File: src/rtl/fifo_wr_arb_ctrl_if.sv
// Request/grant, RAM strobe/address and status bundle for fifo_wr_arb_ctrl.
// The master side issues requests; the slave side is the controller.
interface fifo_wr_arb_ctrl_if #(
   parameter int AW = 4
);
   logic          wr0;
   logic          wr1;
   logic          rd;
   logic          err_clr;
   logic          gnt0;
   logic          gnt1;
   logic          wr_sel;
   logic          wr_en;
   logic          rd_en;
   logic [AW-1:0] wr_addr;
   logic [AW-1:0] rd_addr;
   logic [AW:0]   count;
   logic          full;
   logic          empty;
   logic          almost_full;
   logic          almost_empty;
   logic          ovf_err;
   logic          udf_err;

   modport master (
      output wr0, wr1, rd, err_clr,
      input  gnt0, gnt1, wr_sel, wr_en, rd_en, wr_addr, rd_addr, count,
             full, empty, almost_full, almost_empty, ovf_err, udf_err
   );

   modport slave (
      input  wr0, wr1, rd, err_clr,
      output gnt0, gnt1, wr_sel, wr_en, rd_en, wr_addr, rd_addr, count,
             full, empty, almost_full, almost_empty, ovf_err, udf_err
   );
endinterface

File: src/rtl/fifo_wr_arb_ctrl.sv
// Pointer/count/flag control for a single-clock FIFO whose write port is shared by two
// producers under round-robin arbitration. Sticky error flags are built only with FIFO_ERR_FLAGS_EN.
module fifo_wr_arb_ctrl #(
   parameter int DEPTH     = 16,
   parameter int AW        = 4,
   parameter int AF_THRESH = 14,
   parameter int AE_THRESH = 2
) (
   input logic               clk,
   input logic               rst,
   fifo_wr_arb_ctrl_if.slave bus
);
   localparam logic [AW:0]   DEPTH_C = (AW+1)'(DEPTH);
   localparam logic [AW:0]   AF_C    = (AW+1)'(AF_THRESH);
   localparam logic [AW:0]   AE_C    = (AW+1)'(AE_THRESH);
   localparam logic [AW:0]   CNT_ONE = (AW+1)'(1);
   localparam logic [AW-1:0] LAST_C  = AW'(DEPTH - 1);
   localparam logic [AW-1:0] ADR_ONE = AW'(1);

   logic [AW-1:0] wr_addr_q, wr_addr_d;
   logic [AW-1:0] rd_addr_q, rd_addr_d;
   logic [AW:0]   count_q, count_d;
   logic          lg_q, lg_d;
   logic          full, empty, wr_req, sel, wr_en, rd_en;

   assign full   = (count_q == DEPTH_C);
   assign empty  = (count_q == '0);
   assign wr_req = bus.wr0 | bus.wr1;

   // On a tie the producer that did not win last time is chosen.
   always_comb begin
      sel = bus.wr1;
      if (bus.wr0 && bus.wr1) sel = ~lg_q;
   end

   // Nothing is accepted while reset is held.
   assign wr_en = rst & wr_req & ~full;
   assign rd_en = rst & bus.rd & ~empty;

   always_comb begin
      wr_addr_d = wr_addr_q;
      rd_addr_d = rd_addr_q;
      lg_d      = lg_q;
      count_d   = count_q;
      if (wr_en) begin
         wr_addr_d = (wr_addr_q == LAST_C) ? '0 : wr_addr_q + ADR_ONE;
         lg_d      = sel;
      end
      if (rd_en) rd_addr_d = (rd_addr_q == LAST_C) ? '0 : rd_addr_q + ADR_ONE;
      if (wr_en && !rd_en)      count_d = count_q + CNT_ONE;
      else if (!wr_en && rd_en) count_d = count_q - CNT_ONE;
   end

   always_ff @(posedge clk or negedge rst) begin
      if (!rst) begin
         wr_addr_q <= '0;
         rd_addr_q <= '0;
         count_q   <= '0;
         lg_q      <= 1'b1;
      end else begin
         wr_addr_q <= wr_addr_d;
         rd_addr_q <= rd_addr_d;
         count_q   <= count_d;
         lg_q      <= lg_d;
      end
   end

   assign bus.wr_en        = wr_en;
   assign bus.rd_en        = rd_en;
   assign bus.wr_sel       = sel;
   assign bus.gnt0         = wr_en & ~sel;
   assign bus.gnt1         = wr_en & sel;
   assign bus.wr_addr      = wr_addr_q;
   assign bus.rd_addr      = rd_addr_q;
   assign bus.count        = count_q;
   assign bus.full         = full;
   assign bus.empty        = empty;
   assign bus.almost_full  = (count_q >= AF_C);
   assign bus.almost_empty = (count_q <= AE_C);

`ifdef FIFO_ERR_FLAGS_EN
   logic ovf_q, ovf_d, udf_q, udf_d;

   // A set condition on the same edge as err_clr wins over the clear.
   assign ovf_d = (wr_req & full) | (ovf_q & ~bus.err_clr);
   assign udf_d = (bus.rd & empty) | (udf_q & ~bus.err_clr);

   always_ff @(posedge clk or negedge rst) begin
      if (!rst) begin
         ovf_q <= 1'b0;
         udf_q <= 1'b0;
      end else begin
         ovf_q <= ovf_d;
         udf_q <= udf_d;
      end
   end

   assign bus.ovf_err = ovf_q;
   assign bus.udf_err = udf_q;
`else
   logic unused_err_clr;
   assign unused_err_clr = bus.err_clr;
   assign bus.ovf_err    = 1'b0;
   assign bus.udf_err    = 1'b0;
`endif
endmodule

File: src/flat_wrapper.sv
// flat-port wrapper written by rule: the top's interface ports become plain ports
module fifo_wr_arb_ctrl_flat 
#(
   parameter int DEPTH     = 16,
   parameter int AW        = 4,
   parameter int AF_THRESH = 14,
   parameter int AE_THRESH = 2
)
  (clk, rst, bus_wr0, bus_wr1, bus_rd, bus_err_clr, bus_gnt0, bus_gnt1, bus_wr_sel, bus_wr_en, bus_rd_en, bus_wr_addr, bus_rd_addr, bus_count, bus_full, bus_empty, bus_almost_full, bus_almost_empty, bus_ovf_err, bus_udf_err);
  fifo_wr_arb_ctrl_if #(.AW(AW)) bus_i ();
  input logic clk;
  input logic rst;
  input wire logic [$bits(bus_i.wr0)-1:0] bus_wr0;
  input wire logic [$bits(bus_i.wr1)-1:0] bus_wr1;
  input wire logic [$bits(bus_i.rd)-1:0] bus_rd;
  input wire logic [$bits(bus_i.err_clr)-1:0] bus_err_clr;
  output wire logic [$bits(bus_i.gnt0)-1:0] bus_gnt0;
  output wire logic [$bits(bus_i.gnt1)-1:0] bus_gnt1;
  output wire logic [$bits(bus_i.wr_sel)-1:0] bus_wr_sel;
  output wire logic [$bits(bus_i.wr_en)-1:0] bus_wr_en;
  output wire logic [$bits(bus_i.rd_en)-1:0] bus_rd_en;
  output wire logic [$bits(bus_i.wr_addr)-1:0] bus_wr_addr;
  output wire logic [$bits(bus_i.rd_addr)-1:0] bus_rd_addr;
  output wire logic [$bits(bus_i.count)-1:0] bus_count;
  output wire logic [$bits(bus_i.full)-1:0] bus_full;
  output wire logic [$bits(bus_i.empty)-1:0] bus_empty;
  output wire logic [$bits(bus_i.almost_full)-1:0] bus_almost_full;
  output wire logic [$bits(bus_i.almost_empty)-1:0] bus_almost_empty;
  output wire logic [$bits(bus_i.ovf_err)-1:0] bus_ovf_err;
  output wire logic [$bits(bus_i.udf_err)-1:0] bus_udf_err;
  assign bus_i.wr0 = bus_wr0;
  assign bus_i.wr1 = bus_wr1;
  assign bus_i.rd = bus_rd;
  assign bus_i.err_clr = bus_err_clr;
  assign bus_gnt0 = bus_i.gnt0;
  assign bus_gnt1 = bus_i.gnt1;
  assign bus_wr_sel = bus_i.wr_sel;
  assign bus_wr_en = bus_i.wr_en;
  assign bus_rd_en = bus_i.rd_en;
  assign bus_wr_addr = bus_i.wr_addr;
  assign bus_rd_addr = bus_i.rd_addr;
  assign bus_count = bus_i.count;
  assign bus_full = bus_i.full;
  assign bus_empty = bus_i.empty;
  assign bus_almost_full = bus_i.almost_full;
  assign bus_almost_empty = bus_i.almost_empty;
  assign bus_ovf_err = bus_i.ovf_err;
  assign bus_udf_err = bus_i.udf_err;
  fifo_wr_arb_ctrl #(.DEPTH(DEPTH), .AW(AW), .AF_THRESH(AF_THRESH), .AE_THRESH(AE_THRESH)) u_core (.clk(clk), .rst(rst), .bus(bus_i));
endmodule
File: config.mk
export PLATFORM = sky130hd
export DESIGN_NAME = fifo_wr_arb_ctrl_flat
export DESIGN_NICKNAME = d
export VERILOG_FILES = /design/src/rtl/fifo_wr_arb_ctrl_if.sv /design/src/rtl/fifo_wr_arb_ctrl.sv /design/src/flat_wrapper.sv
export SDC_FILE = /design/constraint.sdc
export NUM_CORES = 1
export LEC_CHECK = 0
export BUFFER_PORTS_ARGS = -buffer_cell sky130_fd_sc_hd__buf_2
export CAP_MARGIN = 40
export CORE_UTILIZATION = 51
export CTS_CLUSTER_SIZE = 20
export DETAILED_ROUTE_END_ITERATION = 10
export GPL_TIMING_DRIVEN = 0
export PLACE_DENSITY = 0.79
export SETUP_SLACK_MARGIN = 0.02
export SLEW_MARGIN = 0
export SYNTH_ARGS = -nofsm -noshare
export SYNTH_HDL_FRONTEND = slang
export SYNTH_SLANG_ARGS = --single-unit
File: constraint.sdc
create_clock -name clk -period 6.7 [get_ports clk]
set_input_delay 0.67 -clock clk [delete_from_list [all_inputs] [get_ports clk]]
set_output_delay 0.67 -clock clk [all_outputs]
set_load 0.02 [all_outputs]
* After elaboration in Yosys (flattened, before gate mapping)
Cells that the tools add are included.
** Cells by class
- Multiplexer cells :: 5
- Bitwise gates (word level) :: 11
- Reduce and logical (&&, ||, !) cells :: 7
- Add/subtract/negate cells :: 4
- Order comparisons :: 2
- Eq/ne operators :: 3
** Operators by type and width (number)
- $mux 5 :: 2
- $add 4x1->4 const B :: 2
- $eq 4x4->1 const B :: 2
- $mux 4 :: 2
- $and 1x1->1 :: 6
- $add 5x1->5 const B :: 1
- $eq 5x5->1 const B :: 1
- $ge 5x4->1 const B :: 1
- $le 5x2->1 const B :: 1
- $logic_not 5->1 :: 1
- $sub 5x1->5 const B :: 1
- $not 1->1 :: 4
- $logic_and 1x1->1 :: 3
- $logic_not 1->1 :: 2
- $reduce_bool 2->1 :: 1
- $mux 1 :: 1
- $or 1x1->1 :: 1
** Word-level totals
- Bits of input ports :: 6
- Word-level logic and storage cells :: 36
- Output and inout port bits :: 24
- Register bits after elaboration :: 14

* Longest topological paths before layout
Gate-level depths: netlist of the first run.
- Word-level depth :: 7
- Gate-level depth with buffers :: 9

* Worst setup path before layout of the first run
OpenSTA, ideal clock, no wires.
- Kind :: flip-flop to flip-flop
- Start point :: register u_core.count_q[2], in the netlist u_core.bus.count[2]
- End point :: register u_core.count_q[4], in the netlist u_core.bus.count[4]
- Arrival :: 2.486 ns
- Stages on the path, launching flop included :: 9
- Setup slack :: 4.083 ns
- Data required time :: 6.569 ns
- Period minus slack after synthesis :: 2.617 ns
- Library setup time :: 0.131 ns
- Cell sequence :: dfrtp_1 nor4_4 a21oi_4 ha_1 inv_1 ha_1 or4_1 o211ai_1 o211ai_1
** Between the ends
- Cells in the longest elaborated chain, start to end :: 6
- Elaborated cells on any way between the ends :: 15
- Those cells by class :: 2 x add/sub; 1 x eq/ne; 2 x mux; 4 x bitwise; 6 x reduce/logical
** Ends and longest elaborated chain
- start: declaration :: line fifo_wr_arb_ctrl.sv:22 : logic [AW:0] count_q, count_d;
- start signal: assignment :: line fifo_wr_arb_ctrl.sv:63 : count_q <= count_d;
- $eq 5x5->1 (*) :: line fifo_wr_arb_ctrl.sv:26 : assign full = (count_q == DEPTH_C);
- $not 1->1 (*) :: line fifo_wr_arb_ctrl.sv:37 : assign wr_en = rst & wr_req & ~full;
- $and 1x1->1 (*) :: line fifo_wr_arb_ctrl.sv:37
- named net bus_wr_en :: line flat_wrapper.sv:20 : output wire logic [$bits(bus_i.wr_en)-1:0] bus_wr_en;
- $logic_not 1->1 :: line fifo_wr_arb_ctrl.sv:51 : else if (!wr_en && rd_en) count_d = count_q - CNT_ONE;
- $logic_and 1x1->1 :: line fifo_wr_arb_ctrl.sv:51
- $reduce_bool 2->1 (no source line)
Mark *: on every way through the listed nets, which the timed path passes. The rest lies on a longest branch. The select of a mux whose other input is x is not followed.
A chain may end at the register's enable or synchronous reset.

* Worst setup path after layout of the first run
- Start point :: input port rst
- End point :: register u_core.count_q[4], in the netlist u_core.bus.count[4]
** Between the ends
- Cells in the longest elaborated chain, start to end :: 5
- Elaborated cells on any way between the ends :: 10
- Those cells by class :: 1 x mux; 4 x bitwise; 5 x reduce/logical
** Ends and longest elaborated chain
- start: declaration :: line flat_wrapper.sv:12 : input logic rst;
- $and 1x1->1 (on tied branches) (2 in a row) :: line fifo_wr_arb_ctrl.sv:38, fifo_wr_arb_ctrl.sv:37
- $logic_not 1->1 (on tied branches) :: line fifo_wr_arb_ctrl.sv:50, fifo_wr_arb_ctrl.sv:51
- $logic_and 1x1->1 (on tied branches) :: line fifo_wr_arb_ctrl.sv:50, fifo_wr_arb_ctrl.sv:51
- $mux 5 or $reduce_bool 2->1 (tied branches)
Parallel ways exist; a longest one is shown, timed or not.

==> impl_results.md, run 1 <==
* EDFF count, synth at 0
* Drt pass-1 iters at 4
* Mapped Cells at 93
* Number of cells on the critical path at 9
* Hold_ws at between 0.2 and 0.3 ns
* Overall routed net length at ~1900 um
* Yosys reg bits at 14
* Average via count per standard cell at 5.450
* Final net count at about 140
* Critical Path RT at a little under 7 ns
* Worst Path Buf+Inv at 2
* Sequential area share after synthesis at 36.30%
* Period minus WS final at roughly 2.8 ns
* Synth Flop Type: dfrtp_1
* Max Fclk at between 300 and 400 MHz
* Netlist cell types at 40
* Rows at 15
* Status: complete, no violations
* Synth warnings at 0
* Compound-Gate Fraction of Synth Area at 18.48%
* Static leakage at 0.5466 nW
* RSZ-0062 raised after global routing: no
* Largest net degree at the start of global routing at 18
* Clock sink count at 14
* Kind of end point of the critical path: flop
* IO Port Bufs at 26
* Post-detail-place hpwl at around 1400 um
* Top cells by area, synth: dfrtp_1 34%, ha_1 7.8%, mux2_4 7.8%
* Clock latency on the worst-skew pair at between 0.2 and 0.3 ns
* Top cell type's share of synthesized area at ~34%
* DRC violations left at 0
* Setup_tns at 0 ns
* Max VDD drop at between 0.2 and 0.3 mV
* Clock edge transition at the registers on the reported setup and hold paths at roughly 0.090 ns
* Die W at about 46 um
* H-tree levels at 1
* Routed length per instance at 12.47 um
* Post-CTS Setup Repair Bufs at 0
* Crit-path slowest cell: or4_1
* Via count of the first global-routing pass at ~700
* Post-synthesis adder-cell area fraction at 9.819%
* Xor/xnor cell area share of the yosys netlist at under 10%
* Setup crit start kind: input pin
* Layout cell share with drive strength beyond 1 at 39.52%
* Worst-case clock skew at approximately 0.0044 ns
* Die area at around 2100 um2
* Detailed Route Iter0 Violations at 8
* Area leader, netlist: dfrtp_1
* Post-synthesis mux area share at 9.948%
* Final RePlAce weighted congestion at between 0.7 and 0.8
* Crit-path max FO at 17
* Setup slack, reg-to-reg at between 4 and 5 ns
* Vias at about 800
* Final setup violation count at 0
* CTS tree: yes
* Worst path cell trace: buf_2 > o21ai_2 > a21oi_4 > ha_1 > inv_1 > ha_1 > or4_1 > o211ai_1 > o211ai_1
* Setup CP Type: input pin to flop
* Main combinational cell family by area after synthesis: compound AO/OA/AOI/OAI gates
* MaxCap Viol Count at 0
* Mapped Area at slightly below 1000 um2
* Reg2reg start: u_core.bus.count[2]
* Max Slew Vio Count at 0
* Post-Syn Area per Cell at about 10 um2
* GRT Total Usage at approximately a fifth
* DRT antenna net count at 0
* Post_cts resized at 0
* Worst R2R End: u_core.bus.count[4]
* Worst stage delay on the critical path at ~0.55 ns
* Initial Utilization at a little under three fifths
* Post-CTS Hold Buffers at 0
* HP Class: input pin to asynchronous set/reset pin
* Final period util at 42.19%
* Initial antenna violation count at 0
* Antenna Cells at 0
* WP data arrival at ~3 ns
* Layout area overhead at 20.80%
* Post-synth ARST share at 100.0%
* Placeable core area at between 1500 and 2000 um2
* Total CTS buffers at 3
* Grt ovf at 0
* Pwr dens at ~520 nW/um2
* Simple-Gate Fraction of Synth Area at between 10% and 20%
* Delay-heaviest family, CP: adder cells
* First-pass GRT wire length at between 2000 and 3000 um
* Final Hold Viols at 0
* Height of the die at ~46 um
* Clock Tree Root: clkbuf_4
* Number of cells on the worst reg-to-reg path at 8
* Io pins at 30
* Longest Clk Path Bufs at 2
-- worst max path at each step --
| stage | start | endpoint |
|---|---|---|
| after global placement | rst | u_core.bus.count[4] |
| after global routing | rst | u_core.bus.count[4] |
| after detailed placement | rst | u_core.bus.count[4] |
| after CTS | rst | u_core.bus.count[4] |
| final | rst | u_core.bus.count[4] |
| after floorplan | u_core.bus.count[2] | u_core.bus.count[4] |
-- sequential cells by signal, summed over array words and instances, names as in the netlist --
name	count
u_core.bus.count	5
u_core.bus.rd_addr	4
u_core.bus.wr_addr	4
u_core.lg_q	1
-- through the flow --
step	instances	util [%]	area, um2	setup slack, ns	power, mW
global placement	145	64.95	1134	3.582	0.5359
global route	149	67.03	1170	3.657	0.6609
detailed placement	145	64.95	1134	3.555	0.5493
CTS	149	67.03	1170	3.868	0.6143
floorplan	94	-	972.2	4.083	0.4505
finish	149	67.03	1170	3.873	0.6088
-- power by group --
| group | internal, mW | switching (mW) |
|---|---|---|
| Combinational | 0.155 | 0.195 |
| Clock | 0.0331 | 0.0295 |
| Sequential | 0.128 | 0.0681 |
-- final cells by class --
type / count / area [um2]
Multi-Input combinational cell: 72 / 581.8
Fill cell: 151 / 575.6
Sequential cell: 14 / 351.6
Timing Repair Buffer: 26 / 130.1
Clock buffer: 4 / 36.28
Tap cell: 25 / 31.28
Buffer: 4 / 23.77
Inverter: 4 / 15.01
-- synthesized netlist by cell type, types with 3 or more instances --
cell type / instances
mux2_4: 5
inv_1: 3
dfrtp_1: 13
nand3_1: 6
a211oi_1: 3
ha_1: 6
nor3_1: 3
a21oi_1: 8
nand2_1: 5
-- cell usage in the layout (no fill, tap or decap), types with 2 or more instances in the layout --
cell / instances
and2_2: 2
inv_1: 3
buf_4: 2
a21oi_1: 8
o21ai_0: 2
nor3_1: 3
nand3_1: 6
nor2_1: 2
nand2_1: 5
dfrtp_1: 13
nor3b_1: 2
buf_2: 27
clkbuf_4: 3
ha_1: 6
a31oi_1: 2
mux2_4: 5
or4_1: 2
a211oi_1: 3
o211ai_1: 2
xor2_1: 2
xnor2_1: 2
conb_1: 2
-- kinds of logic after synthesis --
kind of cell / Yosys count
flops: 14
compound gates: 25
fa+ha+maj: 7
other cells: 1
buf+inv: 8
simple gates: 27
mux: 7
xor+xnor: 4
-- per-layer routing --
| layer | share of wire, % | vias to the layer above | track usage (%) |
|---|---|---|---|
| met3 | 3.2 | 4 | 4.762 |
| li1 | - | 406 | - |
| met4 | 2.2 | 0 | 10.91 |
| met5 | 0 | - | 0 |
| met1 | 44 | 387 | 25.43 |
| met2 | 51 | 15 | 30.86 |
Power figures use the tool's default switching activity.
==> run 2, diff against run 1 <==
- CORE_UTILIZATION: 51 -> 45
- PLACE_DENSITY: 0.79 -> 0.73
- clock period: 6.7 -> 2.6 ns (I/O delays scaled with it)
==> run 2 against run 1 <==
Via count grew 5.9%. Hold slack improved by 0.071 ns. Non-clock buffer count rose by 10. Combinational power grew to 2.9 times the previous value. Clock skew grew 0.0027 ns. Power rose to 2.7 times the previous value. Clock power rose by 150%. Critical path type is now flop to flop. Highest routed layer unchanged.
==> impl_results.md, run 2 (same netlist as run 1, synthesis figures left out) <==
* Initial antenna violation count at 0 (unchanged)
* Die W at 48.39 um (was 45.58 um)
* Max Slew Vio Count at 0 (unchanged)
* Critical Path RT at 2.76 ns (was 6.87 ns)
* Setup_tns at 0 ns (unchanged)
* Worst-case clock skew at 0.007036 ns (was 0.004356 ns)
* Total CTS buffers at 3 (unchanged)
* Final Hold Viols at 0 (unchanged)
* Antenna Cells at 0 (unchanged)
* First-pass GRT wire length at 3615 um (was 2939 um)
* Vias at 860 (was 812)
* Delay-heaviest family, CP: simple AND/OR/NAND/NOR gates (was adder cells)
* CTS tree: yes (unchanged)
* Pwr dens at 1308 nW/um2 (was 520.4 nW/um2)
* Average via count per standard cell at 5.342 (was 5.450)
* Layout cell share with drive strength beyond 1 at 47.76% (was 39.52%)
* Final RePlAce weighted congestion at 0.7777 (was 0.7481)
* NetSw at 775.8 uW (was 292.5 uW)
* Overall routed net length at 2170 um (was 1858 um)
* Rows at 16 (was 15)
* Status: complete, no violations (unchanged)
* Layout area overhead at 30.62% (was 20.80%)
* DRT antenna net count at 0 (unchanged)
* Setup crit start kind: flop (was input pin)
* Max-slew headroom at between 50% and 60%
* Final period util at between 90% and 100%
* Drt pass-1 iters at 4 (unchanged)
* Period minus WS final at between 2 and 2.5 ns
* Placeable core area at 2002 um2 (was 1745 um2)
* Max VDD drop at 0.8119 mV (was 0.2636 mV)
* Final net count at 148 (was 138)
* Clock edge transition at the registers on the reported setup and hold paths at 0.09 ns (about the same)
* Cell Int Power at 878.5 uW (was 316.2 uW)
* Io pins at 30 (unchanged)
* Longest Clk Path Bufs at 2 (unchanged)
* Logic gate share of total power at 60.4% (was 57.4%)
* Switch share at 46.90% (was 48.05%)
* Routed length per instance at 13.48 um (was 12.47 um)
* Reg power frac at 30.3% (was 32.3%)
* Clock latency on the worst-skew pair at 0.28 ns (was 0.29 ns)
* Kind of end point of the critical path: flop (unchanged)
* Via count of the first global-routing pass at 820 (was 698)
* IO Port Bufs at 26 (unchanged)
* Setup CP Type: flop to flop (was input pin to flop)
* GRT Total Usage at 20.01% (was 19.97%)
* WP data arrival at 2.60 ns (was 3.00 ns)
* HP Class: input pin to flop (was input pin to asynchronous set/reset pin)
* Hold_ws at 0.3603 ns (was 0.2895 ns)
* Worst path cell trace: nor4_4 > a21oi_4 > ha_2 > inv_4 > ha_2 > or4_1 > o211ai_1 > o211ai_1 (was buf_2 > o21ai_2 > a21oi_4 > ha_1 > inv_1 > ha_1 > or4_1 > o211ai_1 > o211ai_1)
* Most frequent cells in the layout: 27 x buf_2, 10 x buf_4, 9 x dfrtp_1 (was 27 x buf_2, 13 x dfrtp_1, 8 x a21oi_1)
* Worst Path Buf+Inv at 1 (was 2)
* Clock Tree Root: clkbuf_4 (unchanged)
* Grt ovf at 0 (unchanged)
* Clock sink count at 14 (unchanged)
* Tightest Pin Transition at around 0.61 ns
* Crit-path max FO at 7 (was 17)
* Max Fclk at 411.4 MHz
* MaxCap Viol Count at 0 (unchanged)
* Detailed Route Iter0 Violations at 13 (was 8)
* Post-detail-place hpwl at 1438 um (was 1405 um)
* Largest net degree at the start of global routing at 14 (was 18)
* RSZ-0062 raised after global routing: no (unchanged)
* Initial Utilization at 48.38% (was 55.48%)
* Commonest non-fill, non-tap cell in the layout: buf_2 (unchanged)
* Number of flip-flops under the largest register name at 5 (unchanged)
* Static leakage at 0.5872 nW (was 0.5466 nW)
* Crit-path slowest cell: or4_1 (unchanged)
* Height of the die at 48.39 um (was 45.58 um)
* Final setup violation count at 0 (unchanged)
* Die area at 2342 um2 (was 2077 um2)
* H-tree levels at 1 (unchanged)
* Clock Power Share at 9.4% (was 10.3%)
* DRC violations left at 0 (unchanged)
* Worst stage delay on the critical path at 0.52 ns (was 0.55 ns)
run 2: area by class of cell:
cell class,instances,area [um2]
fillers,176,737.0
multi-input cells,72,586.8
flip-flops and latches,14,356.6
repair buffers,36,210.2
clock buffers,4,36.28
well taps,27,33.78
plain buffers,4,23.77
inverters,4,17.52
run 2: tightest hold or removal path, cell delays in order:
cell,delay (ns)
buf_2,0.11
nand3_1,0.06
a21oi_1,0.05
xor2_1,0.11
run 2: through the flow:
stage / instances / setup WS (ns) / cell area, um2 / utilization, % / power [mW]
after floorplan: 94 / 0.05860 / 978.4 / - / 1.168
after global placement: 147 / -0.07433 / 1142 / 57.06 / 1.388
after detailed placement: 147 / -0.1310 / 1142 / 57.06 / 1.423
after CTS: 154 / 0.06443 / 1206 / 60.25 / 1.592
after global routing: 161 / 0.02572 / 1265 / 63.19 / 1.796
final: 161 / 0.1691 / 1265 / 63.19 / 1.654
run 2: layer usage:
metal,GRT usage (%),vias up,part of all wire [%],wire length (um)
met3,3.145,2,3.4,73
li1,-,425,-,-
met2,33.80,22,51,1108
met1,24.60,411,44,961
met5,0,-,0,0
met4,10.29,0,1.2,27
run 2: final timing paths:
path                                       startpoint               endpoint  slack (ns)  cells after the start
min in group asynchronous                         rst            u_core.lg_q        0.58                      2
worst min-delay path                           bus_rd  u_core.bus.rd_addr[2]        0.36                      4
worst min register to register  u_core.bus.rd_addr[2]  u_core.bus.rd_addr[2]        0.54                      1
worst max register to register    u_core.bus.count[2]    u_core.bus.count[4]        0.17                      8
worst max-delay path              u_core.bus.count[2]    u_core.bus.count[4]        0.17                      8
max in group asynchronous                         rst    u_core.bus.count[1]        1.57                      2
run 2: timing repair:
| action | CTS | global route |
|---|---|---|
| buffers inserted | 1 | 7 |
| hold buffers | 2 | 0 |
| pin swaps | 1 | 3 |
| resized for setup | 1 | 3 |
| endpoints found under the hold margin | 13 | 0 |
| endpoints found under the setup margin | 1 | 1 |
run 2: power groups by stage:
stage          combinational, mW  sequential, mW  clock, mW
2_1_floorplan              0.548           0.620          0
3_3_place_gp               0.877           0.511          0
3_5_place_dp               0.904           0.518          0
4_1_cts                    0.917           0.514      0.161
5_1_grt                     1.10           0.523      0.172
6_report                   0.998           0.501      0.155
==> run 3, diff against run 2 <==
- CELL_PAD_IN_SITES_DETAIL_PLACEMENT: unset -> 2
- CELL_PAD_IN_SITES_GLOBAL_PLACEMENT: unset -> 2
- CORE_UTILIZATION: 45 -> 27
- PLACE_DENSITY: 0.73 -> 0.72
==> run 3 against run 2 <==
Largest power group unchanged. Die area grew 64%. Register-to-register slack improved by 0.03 ns. Combinational power increased by 7%. Via count rose by 3.4%.
==> impl_results.md, run 3 (same netlist as run 1, synthesis figures left out) <==
* Worst-case clock skew at 0.002785 ns (was 0.007036 ns)
* Placed Cells incl. Taps at 166 (was 147)
* Total CTS buffers at 3 (unchanged)
* GR peak layer: met2 (unchanged)
* Die W at 61.89 um (was 48.39 um)
* Worst path cell trace: buf_4 > nor3_4 > a21o_1 > ha_4 > inv_2 > ha_1 > inv_1 > or4_1 > nand3_1 (was nor4_4 > a21oi_4 > ha_2 > inv_4 > ha_2 > or4_1 > o211ai_1 > o211ai_1)
* Met3 global-route usage at 1.242% (was 3.145%)
* DRT antenna net count at 0 (unchanged)
* Overall routed net length at 2924 um (was 2170 um)
* IO Port Bufs at 26 (unchanged)
* Final period util at 92.40% (was 93.50%)
* Clock sink count at 14 (unchanged)
* MaxCap Viol Count at 0 (unchanged)
* Most frequent cells in the layout: 26 x buf_2, 11 x buf_4, 9 x dfrtp_1 (was 27 x buf_2, 10 x buf_4, 9 x dfrtp_1)
* Clock Tree Root: clkbuf_4 (unchanged)
* Routed length per instance at 16.24 um (was 13.48 um)
* Pre-CTS setup slack at -0.2314 ns (was -0.1310 ns)
* Clock edge transition at the registers on the reported setup and hold paths at 0.09 ns (about the same)
* Layout cell share with drive strength beyond 1 at 47.01% (was 47.76%)
* Reg2reg start: u_core.bus.count[4] (was u_core.bus.count[2])
* Static leakage at 0.5868 nW (was 0.5872 nW)
* GRT Total Usage at 16.54% (was 20.01%)
* Number of cells on the worst reg-to-reg path at 9 (was 8)
* Setup CP Type: flop to flop (unchanged)
* Tightest Pin Transition at 0.6639 ns (was 0.6080 ns)
* Period minus WS final at 2.403 ns (was 2.431 ns)
* Setup crit start kind: flop (unchanged)
* Worst stage delay on the critical path at 0.52 ns (about the same)
* Max VDD drop at 0.3513 mV (was 0.8119 mV)
* Hold EP: u_core.bus.rd_addr[2] (unchanged)
* Kind of end point of the critical path: flop (unchanged)
* Worst R2R End: u_core.bus.count[3] (was u_core.bus.count[4])
* Height of the die at 61.89 um (was 48.39 um)
* Max Fclk at 416.2 MHz (was 411.4 MHz)
* Global Route met1 Usage at 20.38% (was 24.60%)
* Clock latency on the worst-skew pair at 0.29 ns (was 0.28 ns)
* Final setup violation count at 0 (unchanged)
* Longest Clk Path Bufs at 2 (unchanged)
* RSZ-0062 raised after global routing: no (unchanged)
* First-pass GRT wire length at 4567 um (was 3615 um)
* Detailed Route Iter0 Violations at 45 (was 13)
* Max-slew headroom at 55.59% (was 59.34%)
* Antenna Cells at 0 (unchanged)
* Max Slew Vio Count at 0 (unchanged)
* HP Class: input pin to flop (unchanged)
* Vias at 889 (was 860)
* Status: complete, no violations (unchanged)
* CTS tree: yes (unchanged)
* Hold path cells at 4 (unchanged)
* Die area at 3830 um2 (was 2342 um2)
* Pwr dens at 1318 nW/um2 (was 1308 nW/um2)
* Final net count at 148 (unchanged)
* Final RePlAce weighted congestion at 0.7548 (was 0.7777)
* Rows at 21 (was 16)
* Via count of the first global-routing pass at 950 (was 820)
* Critical Path RT at 2.82 ns (was 2.76 ns)
* Hold Startpoint: bus_rd (unchanged)
* Drt pass-1 iters at 3 (was 4)
* H-tree levels at 1 (unchanged)
* Initial antenna violation count at 0 (unchanged)
* Io pins at 30 (unchanged)
* Largest net degree at the start of global routing at 14 (unchanged)
* Crit-path max FO at 10 (was 7)
* Post-detail-place hpwl at 1965 um (was 1438 um)
* Met2 Usage GRT at 29.80% (was 33.80%)
* Final Hold Viols at 0 (unchanged)
* Number of flip-flops under the largest register name at 5 (unchanged)
* Layout area overhead at 34.75% (was 30.62%)
* Setup_tns at 0 ns (unchanged)
* Commonest non-fill, non-tap cell in the layout: buf_2 (unchanged)
* Grt ovf at 0 (unchanged)
* Crit-path slowest cell: or4_1 (unchanged)
* DRC violations left at 0 (unchanged)
* Fin cells at 180 (was 161)
* WP data arrival at 2.62 ns (was 2.60 ns)
* Setup slack, reg-to-reg at 0.20 ns (was 0.17 ns)
* Average via count per standard cell at 4.939 (was 5.342)
* Initial Utilization at 28.57% (was 48.38%)
* Placeable core area at 3390 um2 (was 2002 um2)
* Post-route setup slack at 0.1975 ns (was 0.1691 ns)
## run 3: what timing repair did
| item | 4_1_cts | 5_1_grt |
|---|---|---|
| hold endpoints to repair | 13 | 0 |
| hold buffers | 2 | 0 |
| gates resized for setup | 3 | 5 |
| pin swaps | 3 | 3 |
| setup endpoints to repair | 2 | 1 |
| buffers inserted | 5 | 3 |
## run 3: worst max-delay path by stage
stage / from / to / slack, ns / cells past startpoint
2_1_floorplan: u_core.bus.count[1] / u_core.bus.count[4] / 0.06 / 8
3_3_place_gp: rst / u_core.bus.count[4] / -0.15 / 9
3_5_place_dp: rst / u_core.bus.count[4] / -0.23 / 9
4_1_cts: u_core.bus.count[4] / u_core.bus.count[4] / 0.03 / 9
5_1_grt: u_core.bus.count[4] / u_core.bus.count[4] / 0.03 / 9
6_report: u_core.bus.count[4] / u_core.bus.count[3] / 0.20 / 9
## run 3: final cells by class
| cell class | instances | area (um2) |
|---|---|---|
| plain buffers | 4 | 26.28 |
| clock buffers | 4 | 26.28 |
| fillers | 385 | 2085 |
| inverters | 4 | 15.01 |
| multi-input cells | 72 | 613.1 |
| flip-flops and latches | 14 | 356.6 |
| well taps | 46 | 57.56 |
| repair buffers | 36 | 210.2 |
## run 3: layer usage
metal  up-vias  wire (um)
met5         -          0
met4         0         38
met3         4         69
met2        17       1569
met1       442       1247
li1        426          -
## run 3: worst max-delay path, delay by kind of cell, from the launching register on
kind            cells  cell delay (ns)
simple gates        3             0.84
buf+inv             3             0.35
flops               1             0.39
fa+ha+maj           2             0.55
compound gates      1             0.22
## run 3: where the power goes
group	total [mW]	switching, mW	leakage, nW	internal [mW]
Sequential	0.512	0.174	0.160	0.338
Combinational	1.07	0.592	0.411	0.480
Clock	0.136	0.0761	0.0150	0.0597
Total	1.72	0.842	0.587	0.878
## run 3: stage by stage
| step | hold WS [ns] | power (mW) | util [%] | instance area (um2) |
|---|---|---|---|---|
| 2_1_floorplan | -0.03559 | 1.168 | - | 978.4 |
| 3_3_place_gp | 0.2001 | 1.420 | 34.40 | 1166 |
| 3_5_place_dp | 0.2074 | 1.476 | 34.40 | 1166 |
| 4_1_cts | 0.3656 | 1.683 | 37.10 | 1257 |
| 5_1_grt | 0.3721 | 1.885 | 38.50 | 1305 |
| 6_report | 0.3657 | 1.720 | 38.50 | 1305 |
